## src/rtl/uart_tx_arbiter_pkg.sv

```systemverilog
// Shared types and helpers for the UART TX arbiter: FSM state encoding,
// header nibble and index/counter width functions.
package uart_arb_pkg;

  typedef enum logic [1:0] {
    S_IDLE = 2'd0,
    S_HDR  = 2'd1,
    S_DATA = 2'd2
  } arb_state_t;

  localparam logic [3:0] HDR_NIBBLE = 4'hA;

  function automatic int unsigned grant_width(input int unsigned n);
    return (n < 2) ? 1 : $clog2(n);
  endfunction

  // Bits needed to hold values 0..n inclusive.
  function automatic int unsigned count_width(input int unsigned n);
    return (n < 1) ? 1 : $clog2(n + 1);
  endfunction

endpackage

```

## src/rtl/uart_tx_arbiter_rr_select.sv

```systemverilog
// rr_select: combinational round-robin pick of the first set request bit
// at or after i_ptr, wrapping modulo N.
module rr_select #(
  parameter int unsigned N = 4,
  parameter int unsigned W = 2
) (
  input  logic [N-1:0] i_req,
  input  logic [W-1:0] i_ptr,
  output logic [W-1:0] o_idx,
  output logic         o_found
);

  int unsigned w_pos;
  logic [W-1:0] w_cand;

  always_comb begin
    o_idx   = '0;
    o_found = 1'b0;
    w_pos   = 0;
    w_cand  = '0;
    for (int unsigned k = 0; k < N; k++) begin
      w_pos = 32'(i_ptr) + k;
      if (w_pos >= N) begin
        w_pos = w_pos - N;
      end
      w_cand = W'(w_pos);
      if (!o_found && i_req[w_cand]) begin
        o_found = 1'b1;
        o_idx   = w_cand;
      end
    end
  end

endmodule

```

## src/rtl/uart_tx_arbiter.sv

```systemverilog
// uart_tx_arbiter: round-robin arbiter serialising framed byte streams from
// N_REQ requesters into one UART TX FIFO. Define UART_ARB_HDR_EN to emit an owner header byte per frame.
module uart_tx_arbiter
  import uart_arb_pkg::*;
#(
  parameter int unsigned N_REQ        = 4,
  parameter int unsigned IDLE_TIMEOUT = 1023
) (
  input  logic                          clk,
  input  logic                          reset,
  input  logic [N_REQ-1:0]              req_valid,
  input  logic [8*N_REQ-1:0]            req_data,
  input  logic [N_REQ-1:0]              req_last,
  output logic [N_REQ-1:0]              req_ready,
  output logic                          wr_uart,
  output logic [7:0]                    w_data,
  input  logic                          tx_full,
  output logic [grant_width(N_REQ)-1:0] grant_id,
  output logic                          busy,
  output logic                          abort
);

  localparam int unsigned GW = grant_width(N_REQ);
  localparam int unsigned TW = count_width(IDLE_TIMEOUT);

  arb_state_t r_state;
  arb_state_t w_nstate;
  logic [GW-1:0] r_rr_ptr;
  logic [GW-1:0] w_rr_ptr_n;
  logic [GW-1:0] r_grant;
  logic [GW-1:0] w_grant_n;
  logic [GW-1:0] w_grant_inc;
  logic [TW-1:0] r_tcnt;
  logic [TW-1:0] w_tcnt_n;
  logic          r_abort;
  logic          w_abort_n;

  logic [GW-1:0] w_sel_idx;
  logic          w_sel_found;

  logic          w_own_valid;
  logic          w_own_last;
  logic [7:0]    w_own_data;
  logic          w_xfer;

  logic             w_wr;
  logic [7:0]       w_byte;
  logic [N_REQ-1:0] w_ready;

  rr_select #(
    .N (N_REQ),
    .W (GW)
  ) u_rr_select (
    .i_req   (req_valid),
    .i_ptr   (r_rr_ptr),
    .o_idx   (w_sel_idx),
    .o_found (w_sel_found)
  );

  always_comb begin
    w_own_valid = 1'b0;
    w_own_last  = 1'b0;
    w_own_data  = '0;
    for (int unsigned i = 0; i < N_REQ; i++) begin
      if (r_grant == GW'(i)) begin
        w_own_valid = req_valid[i];
        w_own_last  = req_last[i];
        w_own_data  = req_data[8*i +: 8];
      end
    end
  end

  assign w_grant_inc = (r_grant == GW'(N_REQ - 1)) ? '0 : r_grant + 1'b1;
  assign w_xfer      = (r_state == S_DATA) && w_own_valid && !tx_full;

  always_comb begin
    w_nstate   = r_state;
    w_rr_ptr_n = r_rr_ptr;
    w_grant_n  = r_grant;
    w_tcnt_n   = r_tcnt;
    w_abort_n  = 1'b0;
    w_wr       = 1'b0;
    w_byte     = w_own_data;
    w_ready    = '0;

    case (r_state)
      S_IDLE: begin
        w_tcnt_n = '0;
        if (w_sel_found) begin
          w_grant_n = w_sel_idx;
`ifdef UART_ARB_HDR_EN
          w_nstate  = S_HDR;
`else
          w_nstate  = S_DATA;
`endif
        end
      end
`ifdef UART_ARB_HDR_EN
      S_HDR: begin
        w_byte = {HDR_NIBBLE, 1'b0, 3'(r_grant)};
        if (!tx_full) begin
          w_wr     = 1'b1;
          w_nstate = S_DATA;
        end
      end
`endif
      S_DATA: begin
        if (w_xfer) begin
          w_wr     = 1'b1;
          w_tcnt_n = '0;
          for (int unsigned i = 0; i < N_REQ; i++) begin
            w_ready[i] = (r_grant == GW'(i));
          end
          if (w_own_last) begin
            w_nstate   = S_IDLE;
            w_rr_ptr_n = w_grant_inc;
          end
        end else if (!tx_full) begin
          // Only owner-side stalls count; FIFO backpressure holds the counter.
          if (r_tcnt == TW'(IDLE_TIMEOUT - 1)) begin
            w_nstate   = S_IDLE;
            w_rr_ptr_n = w_grant_inc;
            w_abort_n  = 1'b1;
            w_tcnt_n   = '0;
          end else begin
            w_tcnt_n = r_tcnt + 1'b1;
          end
        end
      end
      default: begin
        w_nstate = S_IDLE;
      end
    endcase

    // The reset cycle must never leak a write or an accept.
    if (reset) begin
      w_wr    = 1'b0;
      w_ready = '0;
    end
  end

  always_ff @(posedge clk) begin
    if (reset) begin
      r_state  <= S_IDLE;
      r_rr_ptr <= '0;
      r_grant  <= '0;
      r_tcnt   <= '0;
      r_abort  <= 1'b0;
    end else begin
      r_state  <= w_nstate;
      r_rr_ptr <= w_rr_ptr_n;
      r_grant  <= w_grant_n;
      r_tcnt   <= w_tcnt_n;
      r_abort  <= w_abort_n;
    end
  end

  assign req_ready = w_ready;
  assign wr_uart   = w_wr;
  assign w_data    = w_byte;
  assign grant_id  = r_grant;
  assign busy      = (r_state != S_IDLE);
  assign abort     = r_abort;

endmodule

```

## config.mk

```make
export PLATFORM = sky130hd
export DESIGN_NAME = uart_tx_arbiter
export DESIGN_NICKNAME = d
export VERILOG_FILES = /design/src/rtl/uart_tx_arbiter_pkg.sv /design/src/rtl/uart_tx_arbiter_rr_select.sv /design/src/rtl/uart_tx_arbiter.sv
export SDC_FILE = /design/constraint.sdc
export NUM_CORES = 1
export LEC_CHECK = 0
export BUFFER_PORTS_ARGS = -buffer_cell sky130_fd_sc_hd__buf_2
export CAP_MARGIN = 20
export CELL_PAD_IN_SITES_DETAIL_PLACEMENT = 1
export CELL_PAD_IN_SITES_GLOBAL_PLACEMENT = 1
export CORE_MARGIN = 2
export CORE_UTILIZATION = 31
export CTS_CLUSTER_DIAMETER = 60
export DETAILED_ROUTE_END_ITERATION = 8
export GPL_ROUTABILITY_DRIVEN = 0
export GPL_TIMING_DRIVEN = 0
export HOLD_SLACK_MARGIN = 0.03
export PLACE_DENSITY = 0.78
export RECOVER_POWER = 25
export SLEW_MARGIN = 10
export SYNTH_ARGS = -nofsm -noshare
export SYNTH_HDL_FRONTEND = slang
export SYNTH_SLANG_ARGS = --single-unit
export TNS_END_PERCENT = 10
```

## constraint.sdc

```tcl
create_clock -name clk -period 2.08 [get_ports clk]
set_input_delay 0 -clock clk [delete_from_list [all_inputs] [get_ports clk]]
set_output_delay 0 -clock clk [all_outputs]
set_load 0.005 [all_outputs]
```

* Yosys cells after proc, flatten, opt, wreduce, memory -nomap -nowiden *
Cells that the tools add are included.

word-level totals
  bits in registers = 17
  word-level logic and storage cells = 107

operators by class
  add/subtract/negate cells = 9
  order comparisons = 8
  eq/ne operators = 11
  muxes and demuxes = 54
  bitwise gates (word level) = 1
  reductions and logical operators = 19

operator list
  kind                                                         count
  2-to-1 mux 2 bit                                             18
  2-to-1 mux 8 bit                                             4
  2-to-1 mux 10 bit                                            3
  2-to-1 mux 1 bit                                             20
  one-hot mux 10 bit (2 select lines)                          1
  less-than comparator 2 x 3 -> 1 bit (second input constant)  4
  2-to-1 mux 4 bit                                             3
  adder 10 x 1 -> 10 bit (second input constant)               1
  equality test 10 bit (second input constant)                 1
  >= comparator 3 bit (second input constant)                  3
  binary-select mux 1 bit (select 2 bit)                       4
  AND reduction 4 bit                                          2
  subtractor 2 x 1 -> 2 bit (second input constant)            4
  adder 2 x 2 -> 3 bit (second input constant)                 2
  equality test 2 bit (second input constant)                  3
  != test 3 bit (second input constant)                        2
  nonzero test 2 bit                                           3
  logical AND 1 bit                                            5
  zero test 1 bit                                              4
  zero test 2 bit                                              2
  != test 2 x 1 -> 1 bit (second input constant)               2
  one-hot mux 2 bit (2 select lines)                           1
  AND reduction 2 bit                                          2
  OR reduction 4 bit                                           1
  7 further kinds                                              7

* Longest topological paths before layout *
  depth after elaboration = 16
  gate-level depth with buffers = 8

* Cells and area by module *
Synthesis repeated with hierarchy kept, for this count alone.

unflattened totals
  cell total of the unflattened synthesis = 168
  area total of the unflattened synthesis = 1206.2 um2

modules (own cells, without submodules)
  module           instances  cells each  area an instance (um2)
  uart_tx_arbiter  1          153         1128.6
  rr_select        1          15          77.6

* Least setup slack after synthesis *
No wires, ideal clock.

  kind = flip-flop to flip-flop
  start = reg r_grant[1] (netlist: grant_id[1])
  end = reg r_state[1]
  library setup time = 0.129 ns
  data arrival time = 1.615 ns
  data required time = 1.951 ns
  path slack = 0.336 ns
  stages on the path, launching flop included = 8
  path buffers = 0
  cell sequence = dfxtp_1 -> inv_1 -> ha_1 -> nand3b_1 -> a211o_4 -> and2_4 -> a221oi_2 -> nor2_1

on the way
  longest elaborated chain between the ends = 9
  elaborated cells between the ends (all ways) = 20
  those cells by class = eq/ne: 6; mux: 10; reduce/logical: 4

RTL lines
  what                                                                                        line                    RTL
  start: declaration                                                                          uart_tx_arbiter.sv:30   logic [GW-1:0] r_grant;
  start signal: assignment                                                                    uart_tx_arbiter.sv:152  r_grant <= w_grant_n;
  zero test 2 bit                                                                             uart_tx_arbiter.sv:65   if (r_grant == GW'(i)) begin
  2-to-1 mux 1 bit (4 in a row)                                                               uart_tx_arbiter.sv:65
  logical AND 1 bit (2 in a row)                                                              uart_tx_arbiter.sv:74   assign w_xfer = (r_state == S_DATA) && w_own_valid && !tx_full;
  != test 3 x 2 -> 1 bit (no line), or another cell as far along                              n/a
  AND reduction 4 bit (no line) / one-hot mux 2 bit (2 select lines) (equally long branches)  n/a
  end signal: assignment                                                                      uart_tx_arbiter.sv:150  r_state <= w_nstate;
  end: declaration                                                                            uart_tx_arbiter.sv:26   arb_state_t r_state;

Parallel ways exist; a longest one is shown, timed or not.
A chain may end at the register's enable or synchronous reset.

* Final worst setup path *
  start = reg r_grant[1] (netlist: grant_id[1])
  end = out req_ready[3]

on the way
  longest elaborated chain between the ends = 10
  elaborated cells between the ends (all ways) = 13
  those cells by class = eq/ne: 3; mux: 7; reduce/logical: 3

RTL lines
  what                            line                    RTL
  zero test 2 bit                 uart_tx_arbiter.sv:65
  2-to-1 mux 1 bit (4 in a row)   uart_tx_arbiter.sv:65
  logical AND 1 bit (2 in a row)  uart_tx_arbiter.sv:74
  2-to-1 mux 4 bit *              uart_tx_arbiter.sv:108  if (w_xfer) begin
  2-to-1 mux 4 bit *              uart_tx_arbiter.sv:86   case (r_state)
  2-to-1 mux 4 bit *              uart_tx_arbiter.sv:136  if (reset) begin
  end: declaration                uart_tx_arbiter.sv:14   output logic [N_REQ-1:0] req_ready,

Mark *: on every way between the ends. The rest lies on a longest branch, timed or not.

==> flow_metrics.py <==
metrics = {
    "final_layout": {
        "layout.nets": 284,
        "fillers": 541,
        "syn2layout_area_growth_pct": 32.4,
        "antenna_cells": 0,
        "drive_above_1_share": 0.330,
    },
    "worst_setup_path": {
        "crit_path_max_fanout": 7,
        "start_kind": "flip-flop",
        "criticalPathCategory": "flip-flop to primary output",
        "r2r_slack_ns": 0.18,
        "end_kind": "primary output",
        "required_ns": 2.08,
        "worst_ep_arrival_time_ns": 1.98,
    },
    "clock_network": {
        "htree_num_levels": 1,
        "root_buffer": "clkbuf_8",
        "cts-buffers-inserted": 3,
        "clk_pin_slew_worst_paths_ns": 0.06,
        "cts_hold_buf": 0,
        "cts_buffer_depth": 2,
        "cts_setup_buffers": 0,
        "clkLatencyLatePin_ns": 0.25,
        "cts_sinks": 16,
        "cts_tree": "done",
    },
    "drt": {
        "wl_um": 3870,
        "detailedRoute.firstIterationViolations": 34,
        "wire_per_inst_um": 13.7,
        "vias": 1431,
        "avgViaCountPerCell": 5.06,
        "ant_nets": 0,
        "drt_first_pass_iters": 4,
        "drc": 0,
    },
    "synth": {
        "synth_compound_area_frac": 0.242,
        "ys_types": 37,
        "synthCells": 171,
        "synth-seq-cells": 16,
        "yosys_warnings": 0,
        "avgSynthCellArea_um2": 7.38,
        "synth_area_um2": 1260,
        "muxShareOfSynthArea": 0,
        "synth_fa_ha_area_frac": 0.0595,
        "synth-simple-area-share": 0.337,
        "ys_seq_area_frac": 0.254,
        "syn_nets": 220,
        "synthXorXnorAreaFrac": 0.0556,
        "synth_top_family_by_area": "simple AND/OR/NAND/NOR gates",
    },
    "placed_design": {
        "dp_hpwl_um": 3120,
        "io_buffers": 59,
    },
    "sta": {
        "fin_skew_ns": 0.00318,
        "tns_ns": 0,
        "setup_viol": 0,
        "report.final.hold_viol_count": 0,
        "finalCritPeriodShare": 0.950,
        "max_freq_ghz": 0.506,
        "slew_viol_final": 0,
        "rsz0062_at_grt": "no",
        "relSlewSlack": 0.673,
        "layout_min_cycle_time_ns": 1.98,
        "worst_slew_pin_slew_ns": 0.490,
    },
    "global_route": {
        "antenna_found_initial": 0,
        "grt_use_total": 0.173,
        "overflow": 0,
        "grt_start_max_net_pins": 11,
        "first_global_vias": 1434,
        "grt_pass1_wl_um": 6180,
    },
    "status": {
        "status": "finished, final reports clean",
    },
    "die": {
        "dieArea_um2": 4590,
        "num_rows": 23,
        "core_area_um2": 3970,
        "initial_core_util": 0.318,
        "die_h_um": 67.8,
        "ios": 60,
        "fp.dieW_um": 67.8,
    },
    "job": {
        "max-cap-violations": 0,
    },
    "min_path": {
        "hold_path.class": "input port to flip-flop",
    },
    "power_and_ir_drop": {
        "p_leak_nw": 0.714,
        "fin_total_pwr_mw": 0.823,
        "powerDensity_nw_per_um2": 492,
        "ir_worst_vdd_v": 0.000247,
    },
}
layout make-up:
type	count	area, µm²	share of cell area
Timing Repair Buffer	59	294	0.176
Inverter	8	30.0	0.0180
Sequential cell	16	323	0.193
Clock buffer	3	41.3	0.0247
Tap cell	50	62.6	0.0375
Multi-Input combinational cell	139	882	0.528
Buffer	8	37.5	0.0225
metrics by stage:
| step | util | cells | hold slack, ns | setup WS [ns] | cell area [µm²] |
|---|---|---|---|---|---|
| floorplan | - | 171 | 0.104 | 0.336 | 1260 |
| global placement | 0.408 | 280 | 0.269 | 0.158 | 1620 |
| detailed placement | 0.408 | 280 | 0.277 | 0.132 | 1620 |
| CTS | 0.421 | 283 | 0.0708 | 0.0365 | 1670 |
| global route | 0.421 | 283 | 0.0847 | 0.0127 | 1670 |
| finish | 0.421 | 283 | 0.0745 | 0.104 | 1670 |
worst max-delay path, cell delays in order (launching register included):
cell and delay, ns:
dfxtp_2 0.37, inv_1 0.08, ha_1 0.21, nand3b_1 0.19, a211o_4 0.38, nor3_4 0.19, and2_1 0.19, buf_2 0.12
report_power, final:
group | switching [mW] | leakage (nW) | internal [mW] | total, mW
combinational | 0.140 | 0.562 | 0.130 | 0.269
clock | 0.0983 | 0.0216 | 0.128 | 0.226
sequential | 0.0124 | 0.130 | 0.314 | 0.327
total | 0.250 | 0.714 | 0.572 | 0.823
layout by cell type, fill, tap and decap left out, types with 2 or more instances in the layout:
cell	instances
a211oi_1	2
a21oi_1	20
and2_1	5
and4_1	3
buf_2	62
clkbuf_1	3
clkbuf_2	2
clkbuf_8	3
dfxtp_1	14
dfxtp_2	2
ha_1	6
inv_1	8
nand2_1	24
nand3_1	5
nand3b_1	10
nor2_1	15
nor2b_1	5
nor3b_1	3
o21ai_0	11
o221ai_1	2
o41ai_1	2
or3_1	2
xnor2_1	4
xor2_1	4
synth_stat cells (all sizes together):
cell / n / area, µm²
a211oi: 3 / 27.5
nor2: 15 / 56.3
a21boi: 1 / 7.51
a221oi: 1 / 15.0
o22ai: 1 / 6.26
nand4: 1 / 6.26
nor3b: 3 / 22.5
and2: 6 / 40.0
o21ai: 12 / 71.3
and4: 3 / 26.3
xor2: 4 / 35.0
clkbuf: 3 / 11.3
nand3: 5 / 25.0
nand2: 24 / 90.1
inv: 8 / 30.0
nor3: 3 / 25.0
nand3b: 10 / 75.1
ha: 6 / 75.1
a31o: 1 / 8.76
o41ai: 2 / 17.5
xnor2: 4 / 35.0
dfxtp: 16 / 320
nor4b: 1 / 8.76
a211o: 2 / 26.3
a21oi: 20 / 100
or3: 2 / 12.5
buf: 5 / 23.8
o221ai: 2 / 17.5
nand2b: 1 / 6.26
nor2b: 5 / 31.3
a21o: 1 / 7.51
flip-flops by register name (all words and copies together) (netlist names):
signal    count
abort         1
grant_id      2
r_rr_ptr      2
r_state       1
r_tcnt       10
path summary, 6_finish.rpt:
kind,from,endpoint,cells past startpoint
max,grant_id[1],req_ready[3],7
min,reset,r_tcnt[0],3
max reg2reg,grant_id[1],r_rr_ptr[1],8
min reg2reg,r_tcnt[7],r_tcnt[7],2
repair_timing:
item | CTS | global route
gates resized for setup | 4 | 1
endpoints found under the setup margin | 10 | 5
pin swaps | 0 | 1
hold endpoints to repair | 0 | 0
cell families (layout without fill, tap and decap cells):
| kind of cell | Yosys count | after routing |
|---|---|---|
| compound gates | 46 | 46 |
| xor+xnor | 8 | 8 |
| fa+ha+maj | 6 | 6 |
| buf+inv | 16 | 78 |
| flops | 16 | 16 |
| simple gates | 79 | 79 |
layer usage:
layer / track usage / wire length [µm]
met5: 0 / 0
met4: 0.0450 / 29
met3: 0.0433 / 445
met2: 0.333 / 1820
met1: 0.186 / 1580
Note: power is estimated with default switching activity, not from simulation.
